[src/rtl/cap_seq_ctrl.sv]
// Capacitor charge/discharge and IGBT fire sequencer with dead-time and timeouts.
// Optional FIRE_INTERLOCK_EN: fire in READY requires the selected caps still at setpoint.
module cap_seq_ctrl #(
  parameter logic [31:0] CHG_TIMEOUT = 32'd50_000_000,
  parameter logic [15:0] DEAD_TIME   = 16'd10,
  parameter logic [15:0] FIRE_WIDTH  = 16'd50
) (
  input  logic       sys_clk,
  input  logic       sys_rst,
  input  logic       charge_req,
  input  logic       dis_req,
  input  logic [1:0] cap_sel,
  input  logic [1:0] cap_reached,
  input  logic       fire_req,
  input  logic [4:0] fire_mask,
  input  logic       abort,
  input  logic       fault_clr,
  output logic [1:0] CAP_charge_flag,
  output logic [1:0] CAP_discharge_flag,
  output logic [4:0] IGBT_on_EN,
  output logic       ready,
  output logic       fault,
  output logic [1:0] fault_code,
  output logic [2:0] state
);

  typedef enum logic [2:0] {
    ST_IDLE      = 3'd0,
    ST_CHARGE    = 3'd1,
    ST_DISCHARGE = 3'd2,
    ST_READY     = 3'd3,
    ST_DEAD      = 3'd4,
    ST_FIRE      = 3'd5,
    ST_FAULT     = 3'd6
  } state_t;

  localparam logic [31:0] CHG_LAST  = CHG_TIMEOUT - 32'd1;
  localparam logic [31:0] DEAD_LAST = {16'd0, DEAD_TIME} - 32'd1;
  // A zero fire width still produces a single pulse cycle
  localparam logic [31:0] FIRE_LAST = (FIRE_WIDTH == 16'd0) ? 32'd0 : ({16'd0, FIRE_WIDTH} - 32'd1);

  state_t      state_r, state_s;
  logic [31:0] timer_r;
  logic [1:0]  sel_q, sel_s;
  logic [4:0]  mask_q, mask_s;
  logic [1:0]  code_r, code_s;
  logic        reached_s;
  logic [1:0]  chg_flag_s, dis_flag_s;
  logic [4:0]  igbt_s;

  assign reached_s = ((cap_reached & sel_q) == sel_q);
  assign state     = state_r;

  // Next-state, latched selections and fault code
  always_comb begin
    state_s = state_r;
    sel_s   = sel_q;
    mask_s  = mask_q;
    code_s  = code_r;
    if (abort && (state_r != ST_IDLE) && (state_r != ST_FAULT)) begin
      state_s = ST_IDLE;
    end else begin
      case (state_r)
        ST_IDLE: begin
          if (dis_req && (cap_sel != 2'b00)) begin
            state_s = ST_DISCHARGE;
            sel_s   = cap_sel;
          end else if (charge_req && (cap_sel != 2'b00)) begin
            state_s = ST_CHARGE;
            sel_s   = cap_sel;
          end else begin
            state_s = ST_IDLE;
          end
        end
        ST_CHARGE: begin
          if (reached_s) begin
            state_s = ST_READY;
          end else if (timer_r == CHG_LAST) begin
            state_s = ST_FAULT;
            code_s  = 2'b01;
          end else begin
            state_s = ST_CHARGE;
          end
        end
        ST_DISCHARGE: begin
          if (reached_s) begin
            state_s = ST_IDLE;
          end else if (timer_r == CHG_LAST) begin
            state_s = ST_FAULT;
            code_s  = 2'b10;
          end else begin
            state_s = ST_DISCHARGE;
          end
        end
        ST_READY: begin
          if (fire_req && (fire_mask != 5'b00000)) begin
`ifdef FIRE_INTERLOCK_EN
            if (reached_s) begin
              mask_s  = fire_mask;
              state_s = (DEAD_TIME == 16'd0) ? ST_FIRE : ST_DEAD;
            end else begin
              state_s = ST_FAULT;
              code_s  = 2'b11;
            end
`else
            mask_s  = fire_mask;
            state_s = (DEAD_TIME == 16'd0) ? ST_FIRE : ST_DEAD;
`endif
          end else if (charge_req && (cap_sel != 2'b00)) begin
            state_s = ST_CHARGE;
            sel_s   = cap_sel;
          end else begin
            state_s = ST_READY;
          end
        end
        ST_DEAD: begin
          if (timer_r == DEAD_LAST) begin
            state_s = ST_FIRE;
          end else begin
            state_s = ST_DEAD;
          end
        end
        ST_FIRE: begin
          if (timer_r == FIRE_LAST) begin
            state_s = ST_IDLE;
          end else begin
            state_s = ST_FIRE;
          end
        end
        ST_FAULT: begin
          if (fault_clr) begin
            state_s = ST_IDLE;
            code_s  = 2'b00;
          end else begin
            state_s = ST_FAULT;
          end
        end
        default: begin
          state_s = ST_IDLE;
          code_s  = 2'b00;
        end
      endcase
    end
  end

  // Drive values decoded from the next state so the registered outputs line up with state_r
  always_comb begin
    chg_flag_s = 2'b00;
    dis_flag_s = 2'b00;
    igbt_s     = 5'b00000;
    case (state_s)
      ST_CHARGE:    chg_flag_s = sel_s;
      ST_DISCHARGE: dis_flag_s = sel_s;
      ST_FIRE:      igbt_s     = mask_s;
      default:      igbt_s     = 5'b00000;
    endcase
  end

  // State, timer, latches and registered outputs
  always_ff @(posedge sys_clk or posedge sys_rst) begin
    if (sys_rst) begin
      state_r            <= ST_IDLE;
      timer_r            <= 32'd0;
      sel_q              <= 2'b00;
      mask_q             <= 5'b00000;
      code_r             <= 2'b00;
      CAP_charge_flag    <= 2'b00;
      CAP_discharge_flag <= 2'b00;
      IGBT_on_EN         <= 5'b00000;
      ready              <= 1'b0;
      fault              <= 1'b0;
      fault_code         <= 2'b00;
    end else begin
      state_r            <= state_s;
      timer_r            <= (state_s != state_r) ? 32'd0 : (timer_r + 32'd1);
      sel_q              <= sel_s;
      mask_q             <= mask_s;
      code_r             <= code_s;
      CAP_charge_flag    <= chg_flag_s;
      CAP_discharge_flag <= dis_flag_s;
      IGBT_on_EN         <= igbt_s;
      ready              <= (state_s == ST_READY);
      fault              <= (state_s == ST_FAULT);
      fault_code         <= code_s;
    end
  end

endmodule

[config.mk]
export PLATFORM = sky130hd
export DESIGN_NAME = cap_seq_ctrl
export DESIGN_NICKNAME = d
export VERILOG_FILES = /design/src/rtl/cap_seq_ctrl.sv
export SDC_FILE = /design/constraint.sdc
export NUM_CORES = 1
export LEC_CHECK = 0
export ABC_CLOCK_PERIOD_IN_PS = 3800
export CAP_MARGIN = 10
export CORE_MARGIN = 1.5
export CORE_UTILIZATION = 56
export DETAILED_ROUTE_END_ITERATION = 8
export GPL_ROUTABILITY_DRIVEN = 1
export PLACE_DENSITY = 0.87
export SYNTH_ARGS = -nofsm -noshare
export SYNTH_HDL_FRONTEND = slang
export SYNTH_SLANG_ARGS = --single-unit
[constraint.sdc]
create_clock -name sys_clk -period 3.8 [get_ports sys_clk]
set_clock_uncertainty 0.05 [all_clocks]
set_input_delay 0.76 -clock sys_clk [delete_from_list [all_inputs] [get_ports sys_clk]]
set_output_delay 0.76 -clock sys_clk [all_outputs]
set_load 0.01 [all_outputs]
==> results.yml <==
outcome:
  outcome: "completed"
final_layout:
  regArea_um2: 1376
  syn_to_final_growth_pct: 17.16
  final_common_cell: "dfrtp_1"
  mostFrequentLayoutCells: "dfrtp_1, clkdlybuf4s50_1, nor2_2"
  multi_input_area_um2: 1519
  final_nets: 352
  final_layout_size_suffix_gt1_share_pct: 16.42
  antenna_cells: 0
  fillers: 403
  stdcell_count: 405
synthesis:
  syn_area_um2: 2975
  synth_edf_count: 0
  synth-seq-cells: 55
  async_flop_share_pct: 100.0
  postSynthAreaPerCell_um2: 9.852
  synth_nets: 320
  ys.flop_type: "dfrtp_1"
  yosysUniqueCellTypes: 49
  ys_seq_area_share_pct: 46.26
  synth_cells: 302
  yosysWarningCount: 0
cts:
  cts_sinks: 55
  postCtsSetupBuffers: 0
  cts_buffers: 5
  cts_tree: "yes"
  post_cts_resized: 0
  clk-insertion-delay-late_ns: 0.31
  clockRootBuffer: "clkbuf_8"
  postCtsHoldBufs: 0
  htree_levels: 2
  cts.path.max_buffers: 2
  clk_pin_slew_ns: 0.10
worst_setup_path:
  crit_type: "input port to register"
  cp-startpoint: "cap_sel[1]"
  crit_arrival_ns: 3.45
  crit_path_start_kind: "input port"
  worstPathRequired_ns: 3.99
  crit_path_end_kind: "register"
  r2r_start: "timer_r[17]"
  critPathMaxFanout: 32
  r2r_slack_ns: 0.79
sta:
  worst_slack_ns: 0.5317
  relSlewSlack_pct: 55.51
  rsz0062_at_grt: "false"
  period_share_pct: 86.01
  setup_violations: 0
  worst_slew_pin_slew_ns: 0.6623
  hold_viol_final: 0
  final.setup.tns_ns: 0
  fmax_ghz: 0.3060
  slew_viol_final: 0
  fin_crit_ns: 3.268
min_path:
  hold_class: "register to register"
  hold_start: "mask_q[0]"
drt:
  firstDrtPassIters: 6
  drt_wl_total_um: 5924
  wire_per_inst_um: 14.63
  vias: 2336
  drc: 0
  ant_nets: 0
  drt_iter0_markers: 173
  vias_per_cell: 5.768
job:
  maxCapViolCount: 0
global_routing:
  grt-ovfl-total: 0
  grt_pass1_wl_um: 9798
  track_usage_pct: 22.43
  antenna_found_initial: 0
  grt_pass1_vias: 2124
  grt_max_degree: 56
floorplanning:
  initial_core_util_pct: 58.26
  die_area_um2: 5759
  core_area_um2: 5107
  die_w_um: 75.89
  die_h_um: 75.89
  rows: 26
  ios: 32
placed_design:
  dp.cells: 396
  hpwl_um: 4266
  port_buffers: 31
  place_ws_ns: 0.2580
  finalWeightedCongestion: 0.8683
power:
  powerDensity_nw_per_um2: 539.3
  irDropWorstVdd_mv: 0.3594
  p_leak_nw: 1.407
## report_power, final
| part | leakage (nW) | switching [mW] | internal [mW] |
|---|---|---|---|
| sequential | 0.752 | 0.0886 | 0.660 |
| combinational | 0.601 | 0.429 | 0.311 |
| clock | 0.0548 | 0.192 | 0.199 |
| total | 1.41 | 0.710 | 1.17 |
## path summary, 6_finish.rpt
check                      depth (start not counted)       endpoint
max in group asynchronous                          3     timer_r[5]
hold reg to reg                                    1      mask_q[0]
min in group asynchronous                          2  IGBT_on_EN[3]
setup reg to reg                                   8     timer_r[2]
hold / removal                                     1      mask_q[0]
setup / recovery                                   9     timer_r[2]
## cells in the mapped netlist, types with 2 or more instances
master	instances	share of area, %
or3_1	3	0.63
nand2b_1	3	0.63
nor2_1	23	2.9
or4_4	2	0.76
xor2_1	14	4.1
nand3_1	12	2.0
a21oi_1	4	0.67
and4_1	2	0.59
and2_1	2	0.42
mux2_2	5	1.9
ha_1	2	0.84
o21a_1	2	0.50
nor2_2	30	6.3
nand2_1	23	2.9
a211o_1	2	0.59
nor4b_1	3	0.88
o21ai_0	5	0.84
clkbuf_1	4	0.50
dfrtp_1	55	46
inv_1	10	1.3
xnor2_1	16	4.7
nor2b_1	13	2.7
buf_6	3	1.1
and3_1	8	1.7
nor4_1	5	1.1
or4_1	5	1.3
nand4_1	11	2.3
mux2i_1	5	1.7
nor3_1	10	1.7
## per-layer routing
layer	wire length, um	share of wire [%]	track usage, %
met1	2624	44	29.57
met5	0	0	0
met4	82	1.4	7.540
met2	2865	48	37.68
met3	352	5.9	3.571
## area by class of cell
class	count	share of cell area (%)
well taps	70	2.513
repair buffers	33	10.05
clock inverters	3	1.328
multi-input cells	229	43.58
flip-flops and latches	55	39.48
inverters	10	1.077
clock buffers	5	1.974
## flip-flops by register name, summed over array words and instances, names as in the netlist
signal and flops:
ready 1, IGBT_on_EN 5, timer_r 32, CAP_charge_flag 2
fault 1, CAP_discharge_flag 2, code_r 2, sel_q 2
state 3, mask_q 5
## stage by stage
stage	power, mW	hold slack, ns	instance area, um^2	util [%]
2_1_floorplan	1.298	0.4151	2975	-
3_3_place_gp	1.475	0.4242	3351	65.61
3_5_place_dp	1.494	0.4382	3351	65.61
4_1_cts	1.889	0.4629	3466	67.86
5_1_grt	1.994	0.4822	3486	68.25
6_report	1.880	0.4571	3486	68.25
## kinds of logic (layout without fill, tap and decap cells)
family / after synthesis / in the layout / synth area share [%]
and+or+nand+nor: 162 / 162 / 30.91
DFF: 55 / 55 / 46.26
xor gates and xnor gates: 30 / 30 / 8.831
AOI/OAI and AO/OA: 25 / 25 / 6.518
buffers and inverters: 18 / 51 / 3.070
muxes: 10 / 10 / 3.574
adders and majority gates: 2 / 2 / 0.8409
## critical path, stage by stage
cell	delay (ns)
clkdlybuf4s50_1	0.51
o21ai_0	0.24
nor4b_1	0.23
a221o_1	0.26
nor3_1	0.57
mux2i_1	0.38
o221ai_4	0.16
buf_12	0.20
nor2_1	0.12
(Power assumes the default switching activity.)
==> variant: new RTL, config.mk and constraints unchanged <==
Add a define of `FIRE_INTERLOCK_EN`.
--- a/src/rtl/cap_seq_ctrl.sv
+++ b/src/rtl/cap_seq_ctrl.sv
@@ -1,5 +1,7 @@
 // Capacitor charge/discharge and IGBT fire sequencer with dead-time and timeouts.
 // Optional FIRE_INTERLOCK_EN: fire in READY requires the selected caps still at setpoint.
+`define FIRE_INTERLOCK_EN
+
 module cap_seq_ctrl #(
   parameter logic [31:0] CHG_TIMEOUT = 32'd50_000_000,
   parameter logic [15:0] DEAD_TIME   = 16'd10,
Behaviour: not the same (Yosys sat finds a counterexample within 4 cycles, from zero or initial values and one cycle with sys_rst high).
==> variant against the unedited design <==
First-iteration DRC count decreased by 27%. Total power increased by 6.2%. Final area increased by 4.2%. Sequential cell count unchanged. Non-clock buffer count increased by 1. Die area increased by 7.0%. Synthesized area increased by 7.3%. Setup slack improved by 0.060 ns. Wire length increased by 3.6%.
==> variant: results (changes against the unedited design) <==
* Cells after synthesis: 318 (+5.3%)
- 1st-pass router iterations: 4 (-2)
* Worst-margin pin slew: 0.905 ns (+0.243 ns)
* Static leakage: 1.44 nW (+2.6%)
- Share of async-settable or async-resettable flops after synthesis: 1.00 (unchanged)
* Worst-path cell with the longest stage delay: or4_1
* Fraction of the yosys area taken by sequential cells: 0.431 (-0.0315)
- The count of cells along the worst hold path is 1 (unchanged).
* Vias post-DR: 2,423 (+3.7%)
* Reg clk slew, reported paths: 0.09 ns
- Clock latency on the worst-skew pair: 0.31 ns (about the same)
- The antenna diode count came to 0 (unchanged).
* Cell types with the largest area share after synthesis: dfrtp_1 (43%), nor2_2 (5.9%), xnor2_1 (5.5%), xor2_1 (3.0%), nand3_1 (2.7%)
- Final HPWL from detailed placement: 4570 um (+7.2%)
- Pin count of the biggest net entering global routing: 33 (-41%)
- IR Drop Worst-Case VDD: 0.461 mV (+28%)
- GRT Resource Usage Total: 0.220 (-0.00460)
- The count of unique library cells instantiated by Yosys was 59 (+20%).
* Initial DRC count: 126 (-27%)
* Depth of the worst register-to-register path: 7 (-1)
- The signal arrival time at the worst endpoint was 3.35 ns (-0.10 ns).
- The weighted congestion at the end of routability-driven global placement came to 0.910 (+4.8%).
- The flow ran to the end, and the final reports show no timing, DRC or antenna violations.
- Top cells by count, synth: dfrtp_1 (55), nor2_2 (30), nand2_1 (22), xnor2_1 (20), nor2_1 (19)
- Post-DR vias/cell: 5.77 (about the same)
* Worst Path Max Fanout: 32 (unchanged)
- Routed wire length: 6140 um (+3.6%)
- The largest incremental delay on the critical path was 0.60 ns (+0.03 ns).
- The total of warnings raised by yosys is 0 (unchanged).
- Nets in the synthesized netlist: 336 (+5.0%)
- The total of cells resized after clock tree synthesis is 0 (unchanged).
* First-pass GRT wire length: 10,600 um (+8.5%)
- Antenna violations before repair: 0 (unchanged)
* Via count of the first global-routing pass: 2,336 (+10%)
- Dominant synthesized flop cell: dfrtp_1
- In this run the worst hold path is classified as flip-flop to flip-flop.
* Cell at the root of the clock tree: clkbuf_8
- The number of nets in the finished design came to 365 (+3.7%).
- The buffer depth of the longest clock path is 2 (unchanged).
* Number of buffers inserted to repair setup after CTS: 0 (unchanged)
* Layout cells sized above 1: 0.193 (+0.0283)
* Cell total after placement: 412 (+4.0%)
* Num CTS Buffers: 5 (unchanged)
- Depth of the CTS H-tree: 2 (unchanged)
- The largest registers in the layout are timer_r: 32 flops, IGBT_on_EN: 5 flops, mask_q: 5 flops.
- IO buf count: 31 (unchanged)
## variant: changes by cell type after synthesis, moves of 4 or more
cell / change
inv_1: +4
or4_1: -4
nor2b_1: -5
buf_6: +4
nand3_1: +5
nor2_1: -4
xnor2_1: +4
## variant: power breakdown
part	leakage (nW)	internal [mW]	switching [mW]
registers	0.747	0.664	0.100
logic	0.646	0.379	0.504
clock network	0.0505	0.166	0.183
total	1.44	1.21	0.787
## variant: logic make-up after synthesis
| family | Yosys count | share of synthesized area |
|---|---|---|
| buf+inv | 26 | 0.0482 |
| flops | 55 | 0.431 |
| fa+ha+maj | 2 | 0.00784 |
| xor+xnor | 31 | 0.0850 |
| compound gates | 31 | 0.0846 |
| simple gates | 164 | 0.309 |
| mux | 9 | 0.0341 |
## variant: cell type report
type | count | area (um^2)
Clock buffer | 7 | 96.3
Clock inverter | 1 | 7.51
Fill cell | 431 | 1880
Inverter | 14 | 52.6
Multi-Input combinational cell | 237 | 1660
Sequential cell | 55 | 1380
Tap cell | 72 | 90.1
Timing Repair Buffer | 34 | 345
## variant: critical path, delay by kind of cell
kind | cells | cell delay [ns]
AND/OR/NAND/NOR | 2 | 0.68
buffers and inverters | 2 | 0.66
AO/OA/AOI/OAI | 5 | 1.24
## variant: per-layer routing
metal / GRT usage / wire length [um]
met5: 0 / 0
met4: 0.0625 / 87
met3: 0.0430 / 185
met2: 0.388 / 3180
met1: 0.272 / 2690
## variant: metrics by stage
| step | total power [mW] | worst slack [ns] | area [um^2] |
|---|---|---|---|
| 3_3_place_gp | 1.63 | 0.334 | 3530 |
| 5_1_grt | 2.12 | 0.436 | 3630 |
| 2_1_floorplan | 1.48 | 0.896 | 3190 |
| 4_1_cts | 2.01 | 0.586 | 3630 |
| 6_report | 2.00 | 0.592 | 3630 |
| 3_5_place_dp | 1.66 | 0.264 | 3530 |
## variant: worst paths after layout
path,start,endpoint,slack [ns]
max in group asynchronous,sys_rst,fault,2.14
min,mask_q[2],mask_q[2],0.45
max reg2reg,timer_r[27],timer_r[2],0.90
max,fire_mask[1],timer_r[2],0.59
min in group asynchronous,sys_rst,timer_r[18],0.76
min reg2reg,mask_q[2],mask_q[2],0.45
